File: config.mk
export PLATFORM = sky130hd
export DESIGN_NAME = auction_host_seq
export DESIGN_NICKNAME = d
export VERILOG_FILES = /design/src/rtl/auction_host_seq.sv
export SDC_FILE = /design/constraint.sdc
export NUM_CORES = 1
export LEC_CHECK = 0
export ABC_CLOCK_PERIOD_IN_PS = 3400
export BUFFER_PORTS_ARGS = -buffer_cell sky130_fd_sc_hd__clkbuf_2
export CELL_PAD_IN_SITES_DETAIL_PLACEMENT = 0
export CELL_PAD_IN_SITES_GLOBAL_PLACEMENT = 1
export CORE_MARGIN = 2
export CORE_UTILIZATION = 40
export CTS_CLUSTER_SIZE = 30
export DETAILED_ROUTE_END_ITERATION = 8
export PLACE_DENSITY_LB_ADDON = 0.3
export SYNTH_ARGS = -nofsm -noshare
export SYNTH_HDL_FRONTEND = slang
export SYNTH_SLANG_ARGS = --single-unit
File: constraint.sdc
create_clock -name clk -period 3.4 [get_ports clk]
set_input_delay 0.85 -clock clk [delete_from_list [all_inputs] [get_ports clk]]
set_output_delay 0.85 -clock clk [all_outputs]
set_load 0.1 [all_outputs]
File: src/rtl/auction_host_seq.sv
// ---------------------------------------------------------------------------
// auction_host_seq
//   Host-side command sequencer for the 3-bidder auction controller.
//   One accepted round request runs the whole round on the controller's C_*
//   port:
//     1. load the three balances, the bidder mask, the timer and the bid
//        charge, then Lock with the key;
//     2. hold C_start for the round length;
//     3. wait for roundOver and capture maxBid;
//     4. Unlock with the same key;
//     5. return a one-cycle response.
//
//   Op handshake: in an issue cycle the sequencer looks at `ready`. When
//   ready=1 the op is registered onto C_op/C_data for exactly one cycle. One
//   NoOp check cycle follows, and `err` is sampled at the end of that check
//   cycle. When no error is reported, that same check cycle is also the issue
//   cycle for the next op. A clean ready=1 flow therefore shows op,NoOp,op,NoOp.
//
// Ports
//   clk, reset_n        clock (rising edge), synchronous active-low reset
//   req_valid/req_ready round request handshake; req_ready=1 only in IDLE
//   req_x/y/z_bal       balances for LoadX/LoadY/LoadZ
//   req_mask            bidder enable mask (zero-extended onto C_data)
//   req_timer           SetTimer operand
//   req_bid_cost        BidCharge operand
//   req_key             Lock/Unlock key
//   req_round_len       C_start high time in cycles (0 treated as 1)
//   C_op/C_data/C_start command port to the auction controller
//   ready, err          controller op acceptance and error code
//   roundOver, maxBid   controller round result
//   rsp_valid           one-cycle response pulse
//   rsp_status          00 ok, 01 controller err, 10 result timeout,
//                       11 ready timeout
//   rsp_err             err value behind status 01
//   rsp_max_bid         captured maxBid (0 when none was captured)
//   busy                1 whenever a request is in progress
// ---------------------------------------------------------------------------
module auction_host_seq #(
   parameter int READY_TIMEOUT  = 16,
   parameter int RESULT_TIMEOUT = 64
) (
   input  logic        clk,
   input  logic        reset_n,
   input  logic        req_valid,
   output logic        req_ready,
   input  logic [31:0] req_x_bal,
   input  logic [31:0] req_y_bal,
   input  logic [31:0] req_z_bal,
   input  logic [2:0]  req_mask,
   input  logic [31:0] req_timer,
   input  logic [31:0] req_bid_cost,
   input  logic [31:0] req_key,
   input  logic [15:0] req_round_len,
   output logic [3:0]  C_op,
   output logic [31:0] C_data,
   output logic        C_start,
   input  logic        ready,
   input  logic [1:0]  err,
   input  logic        roundOver,
   input  logic [31:0] maxBid,
   output logic        rsp_valid,
   output logic [1:0]  rsp_status,
   output logic [1:0]  rsp_err,
   output logic [31:0] rsp_max_bid,
   output logic        busy
);

   typedef enum logic [3:0] {
      OP_NOP    = 4'd0,
      OP_UNLOCK = 4'd1,
      OP_LOCK   = 4'd2,
      OP_LOAD_X = 4'd3,
      OP_LOAD_Y = 4'd4,
      OP_LOAD_Z = 4'd5,
      OP_MASK   = 4'd6,
      OP_TIMER  = 4'd7,
      OP_CHARGE = 4'd8
   } op_e;

   typedef enum logic [1:0] {
      STAT_OK       = 2'b00,
      STAT_CTRL_ERR = 2'b01,
      STAT_RES_TO   = 2'b10,
      STAT_RDY_TO   = 2'b11
   } status_e;

   typedef enum logic [3:0] {
      ST_IDLE,
      ST_ISSUE,     // waiting for ready, NoOp on the bus
      ST_DRIVE,     // op on the bus for this single cycle
      ST_CHECK,     // NoOp; err sampled at its end, next op may issue
      ST_ROUND,
      ST_WAIT_RES,
      ST_UNLOCK,    // waiting for ready to issue Unlock
      ST_UDRIVE,
      ST_UCHECK,
      ST_RESP
   } state_e;

   localparam int             RDY_W    = $clog2(READY_TIMEOUT + 1);
   localparam int             RES_W    = $clog2(RESULT_TIMEOUT + 1);
   localparam logic [RDY_W-1:0] RDY_LAST = RDY_W'(READY_TIMEOUT - 1);
   localparam logic [RES_W-1:0] RES_LAST = RES_W'(RESULT_TIMEOUT - 1);
   localparam logic [2:0]     LAST_OP  = 3'd6;

   state_e           state;
   status_e          status_q;
   logic [2:0]       op_idx;
   logic [RDY_W-1:0] rdy_cnt;
   logic [RES_W-1:0] res_cnt;
   logic [15:0]      round_cnt;
   logic [31:0]      bid_q;

   // Request fields, frozen at accept
   logic [31:0] x_q, y_q, z_q, timer_q, cost_q, key_q;
   logic [2:0]  mask_q;
   logic [15:0] len_q;

   // Op selected for the current issue slot. A check cycle doubles as the
   // issue slot of the following op, so it looks one entry ahead.
   logic [2:0]  issue_idx;
   op_e         issue_op;
   logic [31:0] issue_data;

   always_comb begin
      // NOTE: every combinational output gets a default first so no path
      // leaves it unassigned and a latch cannot be inferred.
      issue_idx  = (state == ST_CHECK) ? op_idx + 3'd1 : op_idx;
      issue_op   = OP_NOP;
      issue_data = '0;
      case (issue_idx)
         3'd0: begin issue_op = OP_LOAD_X; issue_data = x_q;              end
         3'd1: begin issue_op = OP_LOAD_Y; issue_data = y_q;              end
         3'd2: begin issue_op = OP_LOAD_Z; issue_data = z_q;              end
         3'd3: begin issue_op = OP_MASK;   issue_data = {29'd0, mask_q};  end
         3'd4: begin issue_op = OP_TIMER;  issue_data = timer_q;          end
         3'd5: begin issue_op = OP_CHARGE; issue_data = cost_q;           end
         3'd6: begin issue_op = OP_LOCK;   issue_data = key_q;            end
         default: ;
      endcase
   end

   // NOTE: all state and registered outputs use non-blocking assignments so
   // every register samples the pre-edge values of the others.
   always_ff @(posedge clk) begin
      if (!reset_n) begin
         state       <= ST_IDLE;
         status_q    <= STAT_OK;
         op_idx      <= '0;
         rdy_cnt     <= '0;
         res_cnt     <= '0;
         round_cnt   <= '0;
         bid_q       <= '0;
         x_q         <= '0;
         y_q         <= '0;
         z_q         <= '0;
         timer_q     <= '0;
         cost_q      <= '0;
         key_q       <= '0;
         mask_q      <= '0;
         len_q       <= '0;
         C_op        <= OP_NOP;
         C_data      <= '0;
         C_start     <= 1'b0;
         rsp_valid   <= 1'b0;
         rsp_status  <= STAT_OK;
         rsp_err     <= '0;
         rsp_max_bid <= '0;
         busy        <= 1'b0;
         req_ready   <= 1'b1;
      end else begin
         case (state)
            ST_IDLE: begin
               if (req_valid) begin
                  x_q       <= req_x_bal;
                  y_q       <= req_y_bal;
                  z_q       <= req_z_bal;
                  mask_q    <= req_mask;
                  timer_q   <= req_timer;
                  cost_q    <= req_bid_cost;
                  key_q     <= req_key;
                  len_q     <= req_round_len;
                  op_idx    <= '0;
                  rdy_cnt   <= '0;
                  res_cnt   <= '0;
                  bid_q     <= '0;
                  status_q  <= STAT_OK;
                  busy      <= 1'b1;
                  req_ready <= 1'b0;
                  state     <= ST_ISSUE;
               end
            end

            ST_ISSUE, ST_CHECK: begin
               if (state == ST_CHECK && err != 2'b00) begin
                  // Failed op: report it at once, no round and no Unlock
                  rsp_valid   <= 1'b1;
                  rsp_status  <= STAT_CTRL_ERR;
                  rsp_err     <= err;
                  rsp_max_bid <= bid_q;
                  state       <= ST_RESP;
               end else if (state == ST_CHECK && op_idx == LAST_OP) begin
                  C_start   <= 1'b1;
                  round_cnt <= (len_q == 16'd0) ? 16'd0 : len_q - 16'd1;
                  state     <= ST_ROUND;
               end else if (ready) begin
                  C_op    <= issue_op;
                  C_data  <= issue_data;
                  op_idx  <= issue_idx;
                  rdy_cnt <= '0;
                  state   <= ST_DRIVE;
               end else if (rdy_cnt == RDY_LAST) begin
                  rsp_valid   <= 1'b1;
                  rsp_status  <= STAT_RDY_TO;
                  rsp_err     <= '0;
                  rsp_max_bid <= bid_q;
                  state       <= ST_RESP;
               end else begin
                  op_idx  <= issue_idx;
                  rdy_cnt <= rdy_cnt + RDY_W'(1);
                  state   <= ST_ISSUE;
               end
            end

            ST_DRIVE: begin
               C_op   <= OP_NOP;
               C_data <= '0;
               state  <= ST_CHECK;
            end

            ST_ROUND: begin
               if (round_cnt == 16'd0) begin
                  C_start <= 1'b0;
                  res_cnt <= '0;
                  state   <= ST_WAIT_RES;
               end else begin
                  round_cnt <= round_cnt - 16'd1;
               end
            end

            ST_WAIT_RES: begin
               // A timeout still proceeds to Unlock so the controller is
               // never left locked.
               if (roundOver) begin
                  bid_q   <= maxBid;
                  rdy_cnt <= '0;
                  state   <= ST_UNLOCK;
               end else if (res_cnt == RES_LAST) begin
                  status_q <= STAT_RES_TO;
                  rdy_cnt  <= '0;
                  state    <= ST_UNLOCK;
               end else begin
                  res_cnt <= res_cnt + RES_W'(1);
               end
            end

            ST_UNLOCK: begin
               if (ready) begin
                  C_op    <= OP_UNLOCK;
                  C_data  <= key_q;
                  rdy_cnt <= '0;
                  state   <= ST_UDRIVE;
               end else if (rdy_cnt == RDY_LAST) begin
                  // An earlier result timeout keeps priority over this one
                  rsp_valid   <= 1'b1;
                  rsp_status  <= (status_q == STAT_OK) ? STAT_RDY_TO : status_q;
                  rsp_err     <= '0;
                  rsp_max_bid <= bid_q;
                  state       <= ST_RESP;
               end else begin
                  rdy_cnt <= rdy_cnt + RDY_W'(1);
               end
            end

            ST_UDRIVE: begin
               C_op   <= OP_NOP;
               C_data <= '0;
               state  <= ST_UCHECK;
            end

            ST_UCHECK: begin
               rsp_valid   <= 1'b1;
               rsp_max_bid <= bid_q;
               if (err != 2'b00 && status_q == STAT_OK) begin
                  rsp_status <= STAT_CTRL_ERR;
                  rsp_err    <= err;
               end else begin
                  rsp_status <= status_q;
                  rsp_err    <= '0;
               end
               state <= ST_RESP;
            end

            ST_RESP: begin
               rsp_valid   <= 1'b0;
               rsp_status  <= STAT_OK;
               rsp_err     <= '0;
               rsp_max_bid <= '0;
               busy        <= 1'b0;
               req_ready   <= 1'b1;
               state       <= ST_IDLE;
            end

            default: state <= ST_IDLE;
         endcase
      end
   end

endmodule

==> run_summary.xml <==
<?xml version="1.0" encoding="UTF-8"?>
<metrics>
  <group name="run_status">
    <metric name="status" unit="">finished, final reports clean</metric>
  </group>
  <group name="global_route">
    <metric name="first_global_vias" unit="">15000</metric>
    <metric name="grt_first_pass_wirelength" unit="um">85900</metric>
    <metric name="initial_antenna_violation_count" unit="">6</metric>
    <metric name="grt_overflow" unit="">0</metric>
    <metric name="largest_net_degree_at_the_start_of_global_routing" unit="">107</metric>
    <metric name="groute.usage.overall" unit="%">26.3</metric>
  </group>
  <group name="timing">
    <metric name="final.setup_skew" unit="ns">0.0154</metric>
    <metric name="report.final.setup_viol" unit="">0</metric>
    <metric name="final_max_tran_viols" unit="">0</metric>
    <metric name="max_slew.worst_pin.slew" unit="ns">0.784</metric>
    <metric name="rsz_0062_raised_after_global_routing" unit="">no</metric>
    <metric name="finalCritPeriodShare" unit="%">86.6</metric>
    <metric name="setup_tns" unit="ns">0</metric>
    <metric name="finalWorstPathRequiredPeriod" unit="ns">2.94</metric>
    <metric name="layout_setup_ws" unit="ns">0.457</metric>
    <metric name="worst_hold_slack" unit="ns">0.456</metric>
    <metric name="slew_headroom" unit="%">47.2</metric>
    <metric name="finalHoldViolCount" unit="">0</metric>
    <metric name="fmax" unit="MHz">340</metric>
  </group>
  <group name="floorplan">
    <metric name="die-area" unit="um2">42000</metric>
    <metric name="rows" unit="">73</metric>
    <metric name="top_level_ports" unit="">326</metric>
    <metric name="initial_utilization" unit="%">40.6</metric>
    <metric name="core-area" unit="um2">39800</metric>
    <metric name="dieWidth" unit="um">205</metric>
    <metric name="fp.dieH" unit="um">205</metric>
  </group>
  <group name="place">
    <metric name="place_worst_setup_slack" unit="ns">0.450</metric>
    <metric name="post_placement_cell_area" unit="um2">18300</metric>
    <metric name="numPlacedInstances" unit="">2789</metric>
    <metric name="detailed_place_hpwl" unit="um">40400</metric>
    <metric name="gpl.final_weighted_congestion" unit="">0.870</metric>
    <metric name="io_buffers" unit="">325</metric>
  </group>
  <group name="setup_path">
    <metric name="worstReg2RegEnd" unit="">C_data[21]</metric>
    <metric name="cp_data_arrival_time" unit="ns">3.40</metric>
    <metric name="critPathLaunchType" unit="">flip-flop</metric>
    <metric name="worstSetupPathType" unit="">flip-flop to flip-flop</metric>
    <metric name="rrSetupSlack" unit="ns">0.46</metric>
    <metric name="timing.reg2reg.worst_path_depth" unit="">7</metric>
    <metric name="highest_fanout_seen_on_the_critical_path" unit="">18</metric>
    <metric name="source_of_the_worst_register_to_register_timing_path" unit="">state[1]</metric>
    <metric name="crit_path_end_kind" unit="">flip-flop</metric>
    <metric name="timing.critical_path.required" unit="ns">3.86</metric>
  </group>
  <group name="drt">
    <metric name="route.vias.total" unit="">16100</metric>
    <metric name="drt_first_iter_violations" unit="">1563</metric>
    <metric name="firstDrtPassIters" unit="">6</metric>
    <metric name="drc" unit="">0</metric>
    <metric name="drt-vias-per-instance" unit="">5.62</metric>
    <metric name="finalWirelength" unit="um">57000</metric>
    <metric name="postRouteAntennaNets" unit="">0</metric>
    <metric name="detail_route.wl_per_cell" unit="um">19.9</metric>
  </group>
  <group name="power_and_ir_drop">
    <metric name="power_per_cell_area" unit="nW/um2">588</metric>
    <metric name="worst_vdd_drop" unit="uV">279</metric>
    <metric name="power.static_leakage" unit="nW">7.67</metric>
    <metric name="power.total" unit="mW">11.5</metric>
  </group>
  <group name="yosys">
    <metric name="synth_register_bits" unit="">355</metric>
    <metric name="synth-async-reset-ratio" unit="%">0</metric>
    <metric name="netlist.area_leader.share" unit="%">44.0</metric>
    <metric name="synth_nets" unit="">2306</metric>
    <metric name="ys_top_cells_by_area" unit="">dfxtp_1 (44%), nand2_1 (13%), a21oi_1 (7.1%)</metric>
    <metric name="synth.most_common_cell" unit="">nand2_1</metric>
    <metric name="post_synth_inst_count" unit="">2047</metric>
    <metric name="synth_area_per_cell" unit="um2">7.89</metric>
    <metric name="synth_largest_area_cell" unit="">dfxtp_1</metric>
    <metric name="yosys_warnings" unit="">0</metric>
    <metric name="ys_seq_area_share" unit="%">44.0</metric>
    <metric name="synth.lib_cells_used.distinct" unit="">79</metric>
    <metric name="synth_enable_flop_cells" unit="">0</metric>
    <metric name="mappedNetlistArea" unit="um2">16200</metric>
    <metric name="synth_flop_cell" unit="">dfxtp_1</metric>
    <metric name="ys_top_cells_by_count" unit="">nand2_1 (553), dfxtp_1 (355), a21oi_1 (229)</metric>
  </group>
  <group name="cts">
    <metric name="cts-root-buf" unit="">clkbuf_16</metric>
    <metric name="cts-root-to-sink-buffers" unit="">3</metric>
    <metric name="cts_sinks" unit="">355</metric>
    <metric name="cts-hold-fix-buffers" unit="">0</metric>
    <metric name="cts-resized-gates" unit="">0</metric>
    <metric name="postCtsSetupBuffers" unit="">0</metric>
    <metric name="tritoncts.num_buffers" unit="">39</metric>
    <metric name="path_clk_slew" unit="ns">0.06</metric>
    <metric name="clock_insertion_delay_worst_skew" unit="ns">0.54</metric>
    <metric name="ctsHtreeMaxLevel" unit="">2</metric>
    <metric name="tritoncts" unit="">done</metric>
  </group>
  <group name="final_layout">
    <metric name="stdcell_area" unit="um2">19600</metric>
    <metric name="final_net_count" unit="">2564</metric>
    <metric name="layout-drive-gt1-share" unit="%">21.1</metric>
    <metric name="fin_util" unit="%">49.2</metric>
    <metric name="area_delta_synth_final" unit="%">21.4</metric>
    <metric name="finalNonFillerCells" unit="">2862</metric>
  </group>
  <group name="min_path">
    <metric name="timing.hold.worst_endpoint" unit="">timer_q[14]</metric>
    <metric name="hold_path_class" unit="">flip-flop to flip-flop</metric>
    <metric name="worst_hold_path.num_cells" unit="">2</metric>
    <metric name="min-delay-start" unit="">timer_q[14]</metric>
  </group>
  <group name="run">
    <metric name="maxCapViolCount" unit="">0</metric>
  </group>
</metrics>
[flip-flops by register name, summed over array words and instances, names as in the netlist, 7 cells and up]
| signal | count |
|---|---|
| z_q | 32 |
| key_q | 32 |
| y_q | 32 |
| cost_q | 32 |
| timer_q | 32 |
| bid_q | 32 |
| res_cnt | 7 |
| len_q | 16 |
| rsp_max_bid | 32 |
| C_data | 32 |
| round_cnt | 16 |
| x_q | 32 |
[cells by family (layout without fill, tap and decap cells)]
family | Yosys count | in the layout | share of synthesized area [%]
AOI/OAI and AO/OA | 584 | 584 | 23.4
other | 0 | 4 | 0
xor gates and xnor gates | 23 | 23 | 1.41
muxes | 29 | 29 | 2.15
DFF | 355 | 355 | 44.0
and+or+nand+nor | 860 | 860 | 23.5
adders and majority gates | 9 | 9 | 0.697
buffers and inverters | 187 | 473 | 4.83
[worst max-delay path, stage by stage, from the launching register on]
cell,delay [ns]
dfxtp_1,0.51
and4bb_2,0.49
buf_4,0.31
and3_1,0.19
a211o_1,0.61
a221oi_1,0.22
or3_1,0.38
a31oi_1,0.15
[worst max-delay path by stage]
stage              from         endpoint  cells past startpoint
2_1_floorplan    err[1]  rsp_max_bid[10]                      8
3_3_place_gp     err[1]       rdy_cnt[3]                      6
3_5_place_dp     err[1]       rdy_cnt[3]                      6
4_1_cts        state[1]       C_data[21]                      7
5_1_grt        state[3]       C_data[21]                      8
6_report       state[1]       C_data[21]                      7
[cell usage in the layout, fill, tap and decap left out, drive strengths merged, types with 43 or more instances in the layout]
| cell type | instances |
|---|---|
| dfxtp | 355 |
| buf | 58 |
| o21ai | 72 |
| a21boi | 79 |
| nand3 | 81 |
| nand2 | 554 |
| a22oi | 43 |
| clkbuf | 379 |
| a21oi | 229 |
| nor2 | 71 |
[routing by layer]
layer	share of wire, %	vias up	track usage (%)
met4	3.4	4	9.35
li1	-	7686	-
met2	45	661	41.7
met5	0.053	-	0
met1	44	7613	36.4
met3	7.0	114	3.55
[area by class of cell]
class                           count  area [um2]
Fill cell                        3954       20200
Multi-Input combinational cell   1505        8330
Sequential cell                   355        7110
Timing Repair Buffer              382        2130
Clock buffer                       55        1130
Tap cell                          525         657
Clock inverter                     14         151
Inverter                           22        87.6
Antenna cell                        4        10.0
[power by group]
| group | internal [mW] | switching, mW |
|---|---|---|
| registers | 4.48 | 0.264 |
| clock network | 2.54 | 1.71 |
| logic | 0.730 | 1.80 |
| total | 7.75 | 3.77 |
(Power assumes the default switching activity.)
